--- src/rtl/mips_pkg.sv ---
// rtl/mips_pkg.sv - opcode constants, FSM state encoding and opcode helpers for mem_access
package mips_pkg;

  localparam logic [5:0] OP_LW  = 6'b100011;
  localparam logic [5:0] OP_SW  = 6'b101011;
  localparam logic [5:0] OP_LB  = 6'b100000;
  localparam logic [5:0] OP_LBU = 6'b100100;
  localparam logic [5:0] OP_SB  = 6'b101000;

  typedef enum logic [1:0] {
    IDLE = 2'd0,
    REQ  = 2'd1,
    RESP = 2'd2
  } state_t;

  function automatic logic is_mem_op(input logic [5:0] op);
    return (op == OP_LW) || (op == OP_SW) || (op == OP_LB) ||
           (op == OP_LBU) || (op == OP_SB);
  endfunction

  function automatic logic is_store(input logic [5:0] op);
    return (op == OP_SW) || (op == OP_SB);
  endfunction

  function automatic logic is_word(input logic [5:0] op);
    return (op == OP_LW) || (op == OP_SW);
  endfunction

endpackage

--- src/rtl/mem_byte_lane.sv ---
// rtl/mem_byte_lane.sv - big-endian byte-enable/store-data generation and load extract/extend
module mem_byte_lane
  import mips_pkg::*;
(
  input  logic [5:0]  opcode,
  input  logic [1:0]  ofs,
  input  logic [31:0] st_data,
  input  logic [31:0] ld_raw,
  output logic [3:0]  be,
  output logic [31:0] wdata,
  output logic [31:0] ld_data
);

  logic [7:0] ld_byte;

  // Lane ofs=0 is the most significant byte.
  always_comb begin
    ld_byte = ld_raw[31:24];
    case (ofs)
      2'd1:    ld_byte = ld_raw[23:16];
      2'd2:    ld_byte = ld_raw[15:8];
      2'd3:    ld_byte = ld_raw[7:0];
      default: ld_byte = ld_raw[31:24];
    endcase
  end

  always_comb begin
    be      = 4'b1111;
    wdata   = st_data;
    ld_data = ld_raw;
    case (opcode)
      OP_LB: begin
        be      = 4'b1000 >> ofs;
        ld_data = {{24{ld_byte[7]}}, ld_byte};
      end
      OP_LBU: begin
        be      = 4'b1000 >> ofs;
        ld_data = {24'h000000, ld_byte};
      end
      OP_SB: begin
        be    = 4'b1000 >> ofs;
        wdata = {4{st_data[7:0]}};
      end
      default: ;
    endcase
  end

endmodule

--- src/rtl/mem_access.sv ---
// rtl/mem_access.sv - memory-access stage: LW/SW/LB/LBU/SB over req/ack, pass-through otherwise
// Optional MEM_MISALIGN_TRAP_EN: misaligned LW/SW pulse misalign instead of issuing a request.
module mem_access
  import mips_pkg::*;
#(
  parameter int ADDR_W = 30
) (
  input  logic              clock,
  input  logic              reset_n,
  input  logic              enable_mem,
  input  logic [31:0]       insn,
  input  logic [31:0]       aluResult,
  input  logic [31:0]       rtData,
  output logic              busy,
  output logic              dmem_req,
  output logic              dmem_we,
  output logic [ADDR_W-1:0] dmem_addr,
  output logic [3:0]        dmem_be,
  output logic [31:0]       dmem_wdata,
  input  logic              dmem_ack,
  input  logic [31:0]       dmem_rdata,
  output logic [31:0]       wbData,
  output logic              wbValid,
  output logic              misalign
);

  state_t            state_q, state_d;
  logic [5:0]        op_q, op_d;
  logic [1:0]        ofs_q, ofs_d;
  logic              busy_q, busy_d;
  logic              req_q, req_d;
  logic              we_q, we_d;
  logic [ADDR_W-1:0] addr_q, addr_d;
  logic [3:0]        be_q, be_d;
  logic [31:0]       wdata_q, wdata_d;
  logic [31:0]       wb_data_q, wb_data_d;
  logic              wb_valid_q, wb_valid_d;
  logic              misalign_q, misalign_d;

  logic [5:0]  opcode;
  logic [1:0]  ofs_in;
  logic [5:0]  lane_op;
  logic [1:0]  lane_ofs;
  logic [3:0]  lane_be;
  logic [31:0] lane_wdata;
  logic [31:0] lane_ld;
  logic        trap;
  logic        unused_insn;

  assign opcode      = insn[31:26];
  assign ofs_in      = aluResult[1:0];
  assign unused_insn = ^insn[25:0];

  // While in REQ the lane decodes the latched load so rdata formatting follows the accepted insn.
  assign lane_op  = (state_q == REQ) ? op_q  : opcode;
  assign lane_ofs = (state_q == REQ) ? ofs_q : ofs_in;

  mem_byte_lane u_lane (
    .opcode  (lane_op),
    .ofs     (lane_ofs),
    .st_data (rtData),
    .ld_raw  (dmem_rdata),
    .be      (lane_be),
    .wdata   (lane_wdata),
    .ld_data (lane_ld)
  );

`ifdef MEM_MISALIGN_TRAP_EN
  assign trap = is_word(opcode) && (ofs_in != 2'b00);
`else
  assign trap = 1'b0;
`endif

  always_comb begin
    state_d    = state_q;
    op_d       = op_q;
    ofs_d      = ofs_q;
    busy_d     = busy_q;
    req_d      = req_q;
    we_d       = we_q;
    addr_d     = addr_q;
    be_d       = be_q;
    wdata_d    = wdata_q;
    wb_data_d  = wb_data_q;
    wb_valid_d = 1'b0;
    misalign_d = 1'b0;
    case (state_q)
      REQ: begin
        if (dmem_ack) begin
          state_d = RESP;
          busy_d  = 1'b0;
          req_d   = 1'b0;
          if (!is_store(op_q)) begin
            wb_data_d  = lane_ld;
            wb_valid_d = 1'b1;
          end
        end
      end
      default: begin
        // IDLE and RESP both accept a new operation.
        state_d = IDLE;
        if (enable_mem) begin
          if (is_mem_op(opcode)) begin
            if (trap) begin
              misalign_d = 1'b1;
            end else begin
              state_d = REQ;
              busy_d  = 1'b1;
              req_d   = 1'b1;
              we_d    = is_store(opcode);
              addr_d  = aluResult[ADDR_W+1:2];
              be_d    = lane_be;
              wdata_d = lane_wdata;
              op_d    = opcode;
              ofs_d   = ofs_in;
            end
          end else begin
            wb_data_d  = aluResult;
            wb_valid_d = 1'b1;
          end
        end
      end
    endcase
  end

  always_ff @(posedge clock or negedge reset_n) begin
    if (!reset_n) begin
      state_q    <= IDLE;
      op_q       <= '0;
      ofs_q      <= '0;
      busy_q     <= 1'b0;
      req_q      <= 1'b0;
      we_q       <= 1'b0;
      addr_q     <= '0;
      be_q       <= '0;
      wdata_q    <= '0;
      wb_data_q  <= '0;
      wb_valid_q <= 1'b0;
      misalign_q <= 1'b0;
    end else begin
      state_q    <= state_d;
      op_q       <= op_d;
      ofs_q      <= ofs_d;
      busy_q     <= busy_d;
      req_q      <= req_d;
      we_q       <= we_d;
      addr_q     <= addr_d;
      be_q       <= be_d;
      wdata_q    <= wdata_d;
      wb_data_q  <= wb_data_d;
      wb_valid_q <= wb_valid_d;
      misalign_q <= misalign_d;
    end
  end

  assign busy       = busy_q;
  assign dmem_req   = req_q;
  assign dmem_we    = we_q;
  assign dmem_addr  = addr_q;
  assign dmem_be    = be_q;
  assign dmem_wdata = wdata_q;
  assign wbData     = wb_data_q;
  assign wbValid    = wb_valid_q;
  assign misalign   = misalign_q;

endmodule
--- config.mk ---
export PLATFORM = sky130hd
export DESIGN_NAME = mem_access
export DESIGN_NICKNAME = d
export VERILOG_FILES = /design/src/rtl/mips_pkg.sv /design/src/rtl/mem_byte_lane.sv /design/src/rtl/mem_access.sv
export SDC_FILE = /design/constraint.sdc
export NUM_CORES = 1
export LEC_CHECK = 0
export CORE_MARGIN = 2
export CORE_UTILIZATION = 25
export CTS_CLUSTER_SIZE = 24
export DETAILED_ROUTE_END_ITERATION = 6
export PLACE_DENSITY = 0.52
export RECOVER_POWER = 25
export SLEW_MARGIN = 20
export SYNTH_ARGS = -nofsm -noshare
export SYNTH_HDL_FRONTEND = slang
export SYNTH_HIERARCHICAL = 1
export SYNTH_SLANG_ARGS = --single-unit
--- constraint.sdc ---
create_clock -name clock -period 3.4 [get_ports clock]
set_input_delay 0.68 -clock clock [delete_from_list [all_inputs] [get_ports clock]]
set_output_delay 0.68 -clock clock [all_outputs]
set_load 0.1 [all_outputs]
==> flow_summary.yaml <==
synthesis:
  synth_top_family_by_area: "multiplexers"
  synthAdderAreaFrac_pct: 0
  syn_area_per_cell_sq_um: 11.8
  synth_compound_area_share_pct: 6.32
  seq_area_frac_synth_pct: 47.5
  synthCells: 497
  synthMuxAreaShare_pct: 29.7
  synth_fp_nets: 629
  yosysWarnings: 6
  ys_seq_elements: 111
  synth_xor_area_share_pct: 0.150
  synthSimpleGateAreaFrac_pct: 10.7
  synth_cell_types: 33
  netlist_area_sq_mm: 0.00584
die:
  die_h_um: 157
  ios: 235
  core-area_sq_mm: 0.0228
  die_x_um: 157
  rows: 55
  initial_core_util_pct: 25.6
  die_area_sq_mm: 0.0246
cells_and_area:
  area_delta_synth_final_pct: 42.9
  nFillCells: 2226
  drive_gt1_share_pct: 32.0
  final_nets: 818
  diodes: 0
  final_util_pct: 36.7
clock_network:
  cts_sinks: 111
  cts_setup_buffers: 0
  post_cts_resized: 0
  htree_levels: 3
  clk_latency_ns: 0.36
  postCtsHoldBufs: 0
  clk_pin_slew_worst_paths_ns: 0.07
  numCtsBuffers: 9
  cts_root_buf: "clkbuf_16"
  cts_tree: "done"
  clk_path_buf_depth: 2
detailed_routing:
  drt_iter0_drc: 142
  firstDrtPassIters: 4
  ant_nets: 0
  vias: 4411
  wirelength_mm: 17.9
  wl_per_cell_um: 17.8
  drc_errors: 0
  avgViaCountPerCell: 4.40
worst_setup_path:
  critPathSlowestCell: "or4b_4"
  crit_arrival_ns: 3.14
  startpoint: "state_q[1]$_DFFE_PN0P_"
  cp_cell_sequence: "nand2b_2, buf_4, nand2_1, nand2_1, or4b_4, or2_1, buf_4, a21o_1, nand2_1, nand2_1, mux2_2"
  cp_common_cell: "nand2_1"
  endpoint_kind: "flip-flop"
  start_kind: "flip-flop"
  reg2reg_from: "state_q[1]$_DFFE_PN0P_"
  critical_path.max_stage_delay_ns: 0.50
  critical_path_peak_fanout: 21
  required_ns: 3.64
  critPathKind: "flip-flop to flip-flop"
sta:
  fin_tns_setup_ns: 0
  finalHoldViolCount: 0
  fin_crit_ns: 2.90
  fin_skew_ns: 0.00851
  final_max_slew_viol_count: 70
  fin_crit_sh_pct: 85.2
  rsz0062_at_grt: "no"
  slew_headroom_pct: -29.9
  setup_viol: 0
  worst_slew_pin_slew_ns: 1.95
  fmax_mhz: 345
pwr:
  powerDensity_mw_per_mm2: 777
  total_power_mw: 6.48
  p_leak_nw: 3.90
  peakVddDrop_v: 0.000405
grt:
  grt_pass1_vias: 4740
  grt_pass1_wl_mm: 27.6
  grt_overflow: 0
  grt_max_degree: 46
  antenna_found_initial: 2
  track_usage_pct: 14.7
outcome:
  violations: "max-capacitance violations, max-slew violations"
  outcome: "finished with violations"
job:
  cap_violations: 2
place:
  port_buffers: 207
  hpwl_mm: 13.5
  gp_congestion: 0.773
min_path:
  min_path_type: "input pin to asynchronous set/reset pin"
-- sequential cells by signal, summed over array words and instances (netlist names) --
signal / cells
dmem_wdata: 32
wbData: 32
dmem_addr: 30
op_q: 6
dmem_be: 4
ofs_q: 2
state_q: 2
dmem_req: 1
dmem_we: 1
wbValid: 1
-- cell usage in the layout, fill, tap and decap left out --
master	n
o41ai_1	7
or2_1	1
buf_4	61
conb_1	1
clkbuf_1	4
nor3_1	1
nor2b_4	1
mux2_2	91
a21oi_1	1
nor4bb_1	1
a21o_1	24
buf_12	1
a21oi_2	1
or3b_1	1
clkinvlp_4	2
o2bb2ai_4	1
nand2b_1	3
clkinv_2	1
or4b_4	1
nor4b_4	1
a221o_1	7
nand2b_2	1
nand2_1	123
clkbuf_16	9
clkbuf_8	1
a211o_1	1
o21ai_0	4
inv_1	9
nand3_4	1
and2_1	2
clkdlybuf4s50_1	159
xnor2_1	1
mux2_4	46
mux4_2	1
dfrtp_1	111
buf_16	1
nand3_1	7
nand3b_1	1
-- worst paths after layout --
check                                                  end  slack [ns]  cells past startpoint
worst max-delay path                wbData[28]$_DFFE_PN0P_        0.50                     11
worst min-delay path                wbData[29]$_DFFE_PN0P_        0.33                      1
worst max register to register      wbData[28]$_DFFE_PN0P_        0.50                     11
worst min register to register         op_q[5]$_DFFE_PN0P_        0.49                      1
max in group asynchronous       dmem_wdata[20]$_DFFE_PN0P_        0.85                      2
min in group clock                     op_q[5]$_DFFE_PN0P_        0.49                      1
-- kinds of logic after synthesis --
logic type,Yosys count
flops,111
compound gates,46
xor+xnor,1
mux,138
simple gates,145
buf+inv,55
other cells,1
-- synthesized netlist by cell type, drive strengths merged --
master / instances / area, sq um
dfrtp: 111 / 2780
mux4: 1 / 22.5
o2bb2ai: 1 / 15.0
nor2b: 1 / 6.26
or4b: 1 / 13.8
inv: 9 / 33.8
o21ai: 4 / 20.0
conb: 1 / 3.75
a221o: 7 / 70.1
nand3: 8 / 45.0
o41ai: 7 / 61.3
clkbuf: 15 / 56.3
a21o: 24 / 180
nor3: 1 / 5.00
nand2b: 4 / 25.0
nor4bb: 1 / 10.0
a211o: 1 / 8.76
a21oi: 2 / 13.8
nor4b: 1 / 23.8
nand3b: 1 / 7.51
or3b: 1 / 8.76
and2: 2 / 12.5
buf: 31 / 229
or2: 1 / 6.26
xnor2: 1 / 8.76
mux2: 137 / 1720
nand2: 123 / 462
-- power by group --
part	internal [mW]	total (mW)	switching, mW
sequential	1.64	1.82	0.180
clock	0.514	1.01	0.496
combinational	0.943	3.65	2.71
total	3.10	6.48	3.38
-- metal layers --
metal / track usage (%) / vias up / routed length [um]
met3: 6.12 / 7 / 1760
met5: 0 / - / 0
met2: 23.8 / 162 / 8320
met4: 3.15 / 0 / 146
met1: 18.3 / 2157 / 7670
li1: - / 2085 / -
-- worst max-delay path: cells and delay by family, from the launching register on --
family	cells	cell delay (ns)
compound gates	1	0.19
buf+inv	2	0.50
flops	1	0.41
mux	1	0.25
simple gates	7	1.43
-- area by class of cell --
cell class / count / area, sq um / share of cell area (%)
repair buffers: 224 / 2100 / 25.2
clock inverters: 3 / 20.0 / 0.240
clock buffers: 12 / 246 / 2.95
well taps: 313 / 392 / 4.69
inverters: 9 / 33.8 / 0.405
multi-input cells: 331 / 2780 / 33.2
flip-flops and latches: 111 / 2780 / 33.3
-- through the flow --
| step | setup WS, ns | hold slack, ns | area [sq um] | instances |
|---|---|---|---|---|
| floorplan | 0.347 | 0.384 | 5840 | 497 |
| global placement | 0.183 | 0.485 | 8060 | 987 |
| detailed placement | 0.150 | 0.479 | 8060 | 987 |
| CTS | 0.484 | 0.356 | 8330 | 1002 |
| global route | 0.320 | 0.377 | 8350 | 1003 |
| finish | 0.502 | 0.329 | 8350 | 1003 |
(Power assumes the default switching activity.)
